## src/rtl/uart_rx_fifo.sv

```systemverilog
// 8N1 UART receiver with a show-ahead FIFO and a valid/ready consumer port.
// Sticky frame_err/overrun flags; a set in the same cycle as err_clear wins.
`timescale 1ns/1ps
module uart_rx_fifo #(
    parameter int CLK_HZ = 25_500_000,
    parameter int BAUD   = 115_200,
    parameter int DEPTH  = 16
) (
    input  logic       clk,
    input  logic       reset,
    input  logic       rxd,
    output logic [7:0] rx_data,
    output logic       rx_valid,
    input  logic       rx_ready,
    output logic       frame_err,
    output logic       overrun,
    input  logic       err_clear,
    output logic       busy
);
    localparam int CPB  = CLK_HZ / BAUD;
    localparam int HALF = CPB / 2;
    localparam int CW   = $clog2(CPB);
    localparam int AW   = $clog2(DEPTH);

    localparam logic [CW-1:0] HALF_LAST  = CW'(HALF - 1);
    localparam logic [CW-1:0] BIT_LAST   = CW'(CPB - 1);
    localparam logic [AW:0]   FULL_COUNT = (AW + 1)'(DEPTH);

    localparam logic [2:0] IDLE  = 3'd0;
    localparam logic [2:0] START = 3'd1;
    localparam logic [2:0] DATA  = 3'd2;
    localparam logic [2:0] STOP  = 3'd3;
    localparam logic [2:0] BRK   = 3'd4;

    logic          sync1;
    logic          rxs;
    logic [2:0]    state;
    logic [CW-1:0] cnt;
    logic [2:0]    bit_idx;
    logic [7:0]    shreg;

    logic [7:0]    mem [DEPTH];
    logic [AW-1:0] wr_ptr;
    logic [AW-1:0] rd_ptr;
    logic [AW:0]   count;

    logic stop_sample;
    logic push_req;
    logic frame_set;
    logic full;
    logic pop;
    logic push_ok;
    logic overrun_set;

    always_ff @(posedge clk or posedge reset) begin
        if (reset) begin
            sync1 <= 1'b1;
            rxs   <= 1'b1;
        end else begin
            sync1 <= rxd;
            rxs   <= sync1;
        end
    end

    // Receiver FSM: cnt times the half-bit to the start midpoint, then full bits.
    always_ff @(posedge clk or posedge reset) begin
        if (reset) begin
            state   <= IDLE;
            cnt     <= '0;
            bit_idx <= '0;
            shreg   <= '0;
        end else begin
            case (state)
                IDLE: begin
                    if (!rxs) begin
                        state <= START;
                        cnt   <= '0;
                    end
                end
                START: begin
                    if (cnt == HALF_LAST) begin
                        cnt <= '0;
                        if (!rxs) begin
                            state   <= DATA;
                            bit_idx <= '0;
                        end else begin
                            state <= IDLE;
                        end
                    end else begin
                        cnt <= cnt + 1'b1;
                    end
                end
                DATA: begin
                    if (cnt == BIT_LAST) begin
                        cnt     <= '0;
                        shreg   <= {rxs, shreg[7:1]};
                        bit_idx <= bit_idx + 3'd1;
                        if (bit_idx == 3'd7) begin
                            state <= STOP;
                        end
                    end else begin
                        cnt <= cnt + 1'b1;
                    end
                end
                STOP: begin
                    if (cnt == BIT_LAST) begin
                        cnt   <= '0;
                        state <= rxs ? IDLE : BRK;
                    end else begin
                        cnt <= cnt + 1'b1;
                    end
                end
                BRK: begin
                    if (rxs) begin
                        state <= IDLE;
                    end
                end
                default: state <= IDLE;
            endcase
        end
    end

    // A full FIFO still accepts the byte when the consumer pops in the same cycle.
    always_comb begin
        stop_sample = (state == STOP) && (cnt == BIT_LAST);
        push_req    = stop_sample && rxs;
        frame_set   = stop_sample && !rxs;
        full        = (count == FULL_COUNT);
        pop         = rx_valid && rx_ready;
        push_ok     = push_req && (!full || pop);
        overrun_set = push_req && !push_ok;
    end

    always_ff @(posedge clk) begin
        if (push_ok) begin
            mem[wr_ptr] <= shreg;
        end
    end

    always_ff @(posedge clk or posedge reset) begin
        if (reset) begin
            wr_ptr <= '0;
            rd_ptr <= '0;
            count  <= '0;
        end else begin
            if (push_ok) begin
                wr_ptr <= wr_ptr + 1'b1;
            end
            if (pop) begin
                rd_ptr <= rd_ptr + 1'b1;
            end
            case ({push_ok, pop})
                2'b10:   count <= count + 1'b1;
                2'b01:   count <= count - 1'b1;
                default: count <= count;
            endcase
        end
    end

    always_ff @(posedge clk or posedge reset) begin
        if (reset) begin
            frame_err <= 1'b0;
            overrun   <= 1'b0;
        end else begin
            if (frame_set) begin
                frame_err <= 1'b1;
            end else if (err_clear) begin
                frame_err <= 1'b0;
            end
            if (overrun_set) begin
                overrun <= 1'b1;
            end else if (err_clear) begin
                overrun <= 1'b0;
            end
        end
    end

    // Gating the head with rx_valid keeps rx_data at zero out of reset.
    always_comb begin
        rx_valid = (count != '0);
        rx_data  = rx_valid ? mem[rd_ptr] : 8'h00;
        busy     = (state != IDLE);
    end
endmodule

```

## config.mk

```make
export PLATFORM = sky130hd
export DESIGN_NAME = uart_rx_fifo
export DESIGN_NICKNAME = d
export VERILOG_FILES = /design/src/rtl/uart_rx_fifo.sv
export SDC_FILE = /design/constraint.sdc
export NUM_CORES = 1
export LEC_CHECK = 0
export ABC_AREA = 0
export BUFFER_PORTS_ARGS = -buffer_cell sky130_fd_sc_hd__buf_2
export CORE_UTILIZATION = 34
export DETAILED_ROUTE_END_ITERATION = 8
export GPL_TIMING_DRIVEN = 0
export PLACE_DENSITY_LB_ADDON = 0.3
export SYNTH_ARGS = -nofsm -noshare
export SYNTH_HDL_FRONTEND = slang
export SYNTH_SLANG_ARGS = --single-unit
```

## constraint.sdc

```tcl
create_clock -name clk -period 3.4 [get_ports clk]
set_input_delay 0.68 -clock clk [delete_from_list [all_inputs] [get_ports clk]]
set_output_delay 0.68 -clock clk [all_outputs]
set_load 0.03 [all_outputs]
```

==> results.md <==
* Run status: finished, final reports clean
* Synth Instances at ~430
* Slowest cell on crit path: sky130_fd_sc_hd__buf_1
* Count of H-tree levels built during CTS at 4
* Setup Viol. Count Final at 0
* Post-Synthesis Cell Area at between 7000 and 8000 um2
* CP cell instances: clkbuf_2, buf_1, mux4_2, mux2i_1, o22ai_1, buf_2
* Routed length per placed instance at 18.73 um
* Routed Wire Length at between 10000 and 15000 um
* Tightest hold margin at about 0.35 ns
* Fraction of final layout cells sized beyond drive strength 1 at 28.01%
* Maximum clock skew at final layout at around 0.017 ns
* Most utilized layer in the global route result: met2
* 1st-pass router iterations at 5
* DRC violation total after the first TritonRoute iteration at ~210
* Static Leakage at ~3.2 nW
* Hold Crit Class: primary input to register
* CP endpoint kind: output pin
* Delay of the slowest critical-path stage at about 0.55 ns
* Net total in the final layout at approximately 490
* Highest-count cells in the layout ignoring fill and taps: sky130_fd_sc_hd__edfxtp_1, sky130_fd_sc_hd__dfrtp_1, sky130_fd_sc_hd__mux4_2, sky130_fd_sc_hd__nand2_1, sky130_fd_sc_hd__buf_2
* Core ar. at roughly 20000 um2
* Number of buffers created by CTS at 17
* Global route total overflow at 0
* Number of warning messages in the yosys log at 0
* Post-synthesis sequential area ratio at approximately 67%
* Last weighted congestion value of the routability-driven placer at approximately 0.78
* Pin count of the biggest net entering global routing at 40
* Total placed instance area at between 7000 and 8000 um2
* Leading cell type in the layout, fill and taps excluded: sky130_fd_sc_hd__edfxtp_1
* Post-synth EDFFs at 128
* Kind of start point of the critical path: register
* Number of distinct library cells after synthesis at 60
* I/O pin count at 17
* Port bufs at 16
* Sinks on Clock Net at about 170
* Count of final max-slew check failures at 0
* Number of buffer and inverter instances along the worst setup path at 3
* Final HPWL DP at 9409 um
* Final-report hold violation count at 0
* FMAX at 309.2 MHz
* Clk buf depth at 2
* Worst reg-to-reg setup slack at around 0.22 ns
* Power per cell area at 593.3 nW/um2
* Post-route antenna net violation count at 0
* Fillers at 1848
* Number of design rule violations left after detail routing at 0
* Number of placement rows at between 50 and 60
* Number of synthesized register bits at between 150 and 200
* Clock-pin slew on the worst setup and hold paths at 0.07 ns
* Die area at ~22000 um2
* All-Layer GR Usage at 13.82%
* Largest driver fanout on the critical path at 10
* Starting Density at a little over a third
* Final critical-path required period at 3.234 ns
* Number of global-route vias before repair at approximately 3.9k
* Mean Syn Cell Area at 16.77 um2
* CTS tree: yes
* GR Util met1 at approximately a fifth
* Top FF cell, synth: sky130_fd_sc_hd__edfxtp_1
* Relative slew slack at 35.65%
* Measured slew at the worst slew-check pin at between 0.9 and 1 ns
* Proportion of synthesized flip-flops having asynchronous set or reset at between 20% and 30%
* Clock latency on the worst-skew pair at ~0.43 ns
* Path type of the worst setup path: register to output pin
* Vertical die dimension at ~150 um
* Critical path arrival at about 2.6 ns
* Peak supply drop at 417.3 uV
* Die X-Extent at between 100 and 150 um
* Post-route design area at a little over 8000 um2
* Final sum of negative setup slack at 0 ns
* Initial antenna violation count at 0
* Master cell of the clock root buffer: sky130_fd_sc_hd__clkbuf_16
* Synthesized net count at between 400 and 500
* Signed area change from the synthesized netlist to the final layout at 15.50%
* Via count of the routed design at between 3k and 4k
* Required time at the worst-slack endpoint at 2.72 ns
* Gate family responsible for the most delay along the worst path: buffers and inverters
* Global-route wire length before repair at about 22000 um
* Total design power at about 0.005 W
* GR Layer Usage met3 at 3.261%
* Diodes inserted at 0
* Vias per cell at ~5.1
* Max_cap viols at 0
* Setup repair after global routing missed its margin: false
* Crit share post-route at between 90% and 100%
* Global routing usage on met2 at 21.30%
## through the flow
stage / setup slack, ns / instances / utilization [%]
4_1_cts: 0.07678 / 750 / 40.34
5_1_grt: 0.01280 / 752 / 40.49
2_1_floorplan: 0.5515 / 427 / -
6_report: 0.1656 / 752 / 40.49
3_5_place_dp: 0.09511 / 718 / 37.48
3_3_place_gp: -0.03770 / 713 / 37.10
## cell families (layout without fill, tap and decap cells)
kind of cell | Yosys count | after routing | share of synthesized area [%]
flip-flops | 167 | 167 | 67.33
AND/OR/NAND/NOR | 88 | 88 | 7.477
multiplexers | 61 | 61 | 14.31
AO/OA/AOI/OAI | 51 | 51 | 4.927
buffers and inverters | 35 | 90 | 2.166
adder cells (fa/ha/maj) | 14 | 14 | 2.446
XOR/XNOR | 11 | 11 | 1.345
## cell usage after synthesis (all sizes together), types with 8 or more instances
| cell | n | area, um2 |
|---|---|---|
| mux2i | 18 | 180.2 |
| dfrtp | 37 | 925.9 |
| mux4 | 32 | 720.7 |
| nor2 | 14 | 52.55 |
| edfxtp | 128 | 3844 |
| a21oi | 9 | 56.31 |
| ha | 14 | 175.2 |
| inv | 13 | 48.79 |
| nand2 | 29 | 108.9 |
| mux2 | 11 | 123.9 |
| clkbuf | 11 | 42.54 |
| nor3 | 8 | 40.04 |
| o22ai | 11 | 68.82 |
| o21ai | 10 | 50.05 |
| nand3 | 9 | 70.06 |
| buf | 11 | 63.81 |
## metal layers
layer,vias up,share of wire [%]
li1,1755,-
met4,0,1.5
met1,1976,48
met3,12,3.4
met2,77,47
met5,-,0
## final timing paths
| check | startpoint | depth (start not counted) | end |
|---|---|---|---|
| min in group asynchronous | reset | 2 | overrun |
| max in group asynchronous | reset | 2 | rd_ptr[0] |
| worst min register to register | sync1 | 0 | rxs |
| worst min-delay path | rxd | 1 | sync1 |
| worst max register to register | cnt[0] | 14 | count[4] |
| worst max-delay path | rd_ptr[1] | 6 | rx_data[1] |
## worst reg2reg max path: cells and delay by family, from the launching register on
| kind | cells | cell delay, ns |
|---|---|---|
| buffers and inverters | 3 | 0.49 |
| AND/OR/NAND/NOR | 3 | 0.64 |
| XOR/XNOR | 2 | 0.33 |
| AO/OA/AOI/OAI | 3 | 0.51 |
| adder cells (fa/ha/maj) | 3 | 0.65 |
| flip-flops | 1 | 0.43 |
## flip-flops by register name, indices dropped and copies added (netlist names)
signal     cells
mem          128
cnt            8
shreg          8
count          5
rd_ptr         4
wr_ptr         4
bit_idx        3
state          3
frame_err      1
overrun        1
rxs            1
sync1          1
## area by class of cell
type / count / area [um2] / share of cell area, %
repair buffers: 23 / 132.6 / 1.603
multi-input cells: 225 / 2241 / 27.09
inverters: 13 / 48.80 / 0.5899
plain buffers: 22 / 106.4 / 1.286
well taps: 270 / 337.8 / 4.084
flip-flops and latches: 167 / 4822 / 58.30
clock buffers: 17 / 425.4 / 5.143
clock inverters: 15 / 157.7 / 1.906
## power breakdown
| part | switching (W) | total [W] | internal [W] |
|---|---|---|---|
| sequential | 0.0000527 | 0.00228 | 0.00223 |
| combinational | 0.000444 | 0.000775 | 0.000332 |
| clock | 0.000870 | 0.00185 | 0.000979 |
| total | 0.00137 | 0.00491 | 0.00354 |
## repair_timing
action	CTS	global route
hold endpoints to repair	0	0
setup endpoints to repair	0	4
gates resized for setup	0	1
buffers inserted	0	2
hold buffers	0	0
Power figures use the tool's default switching activity.
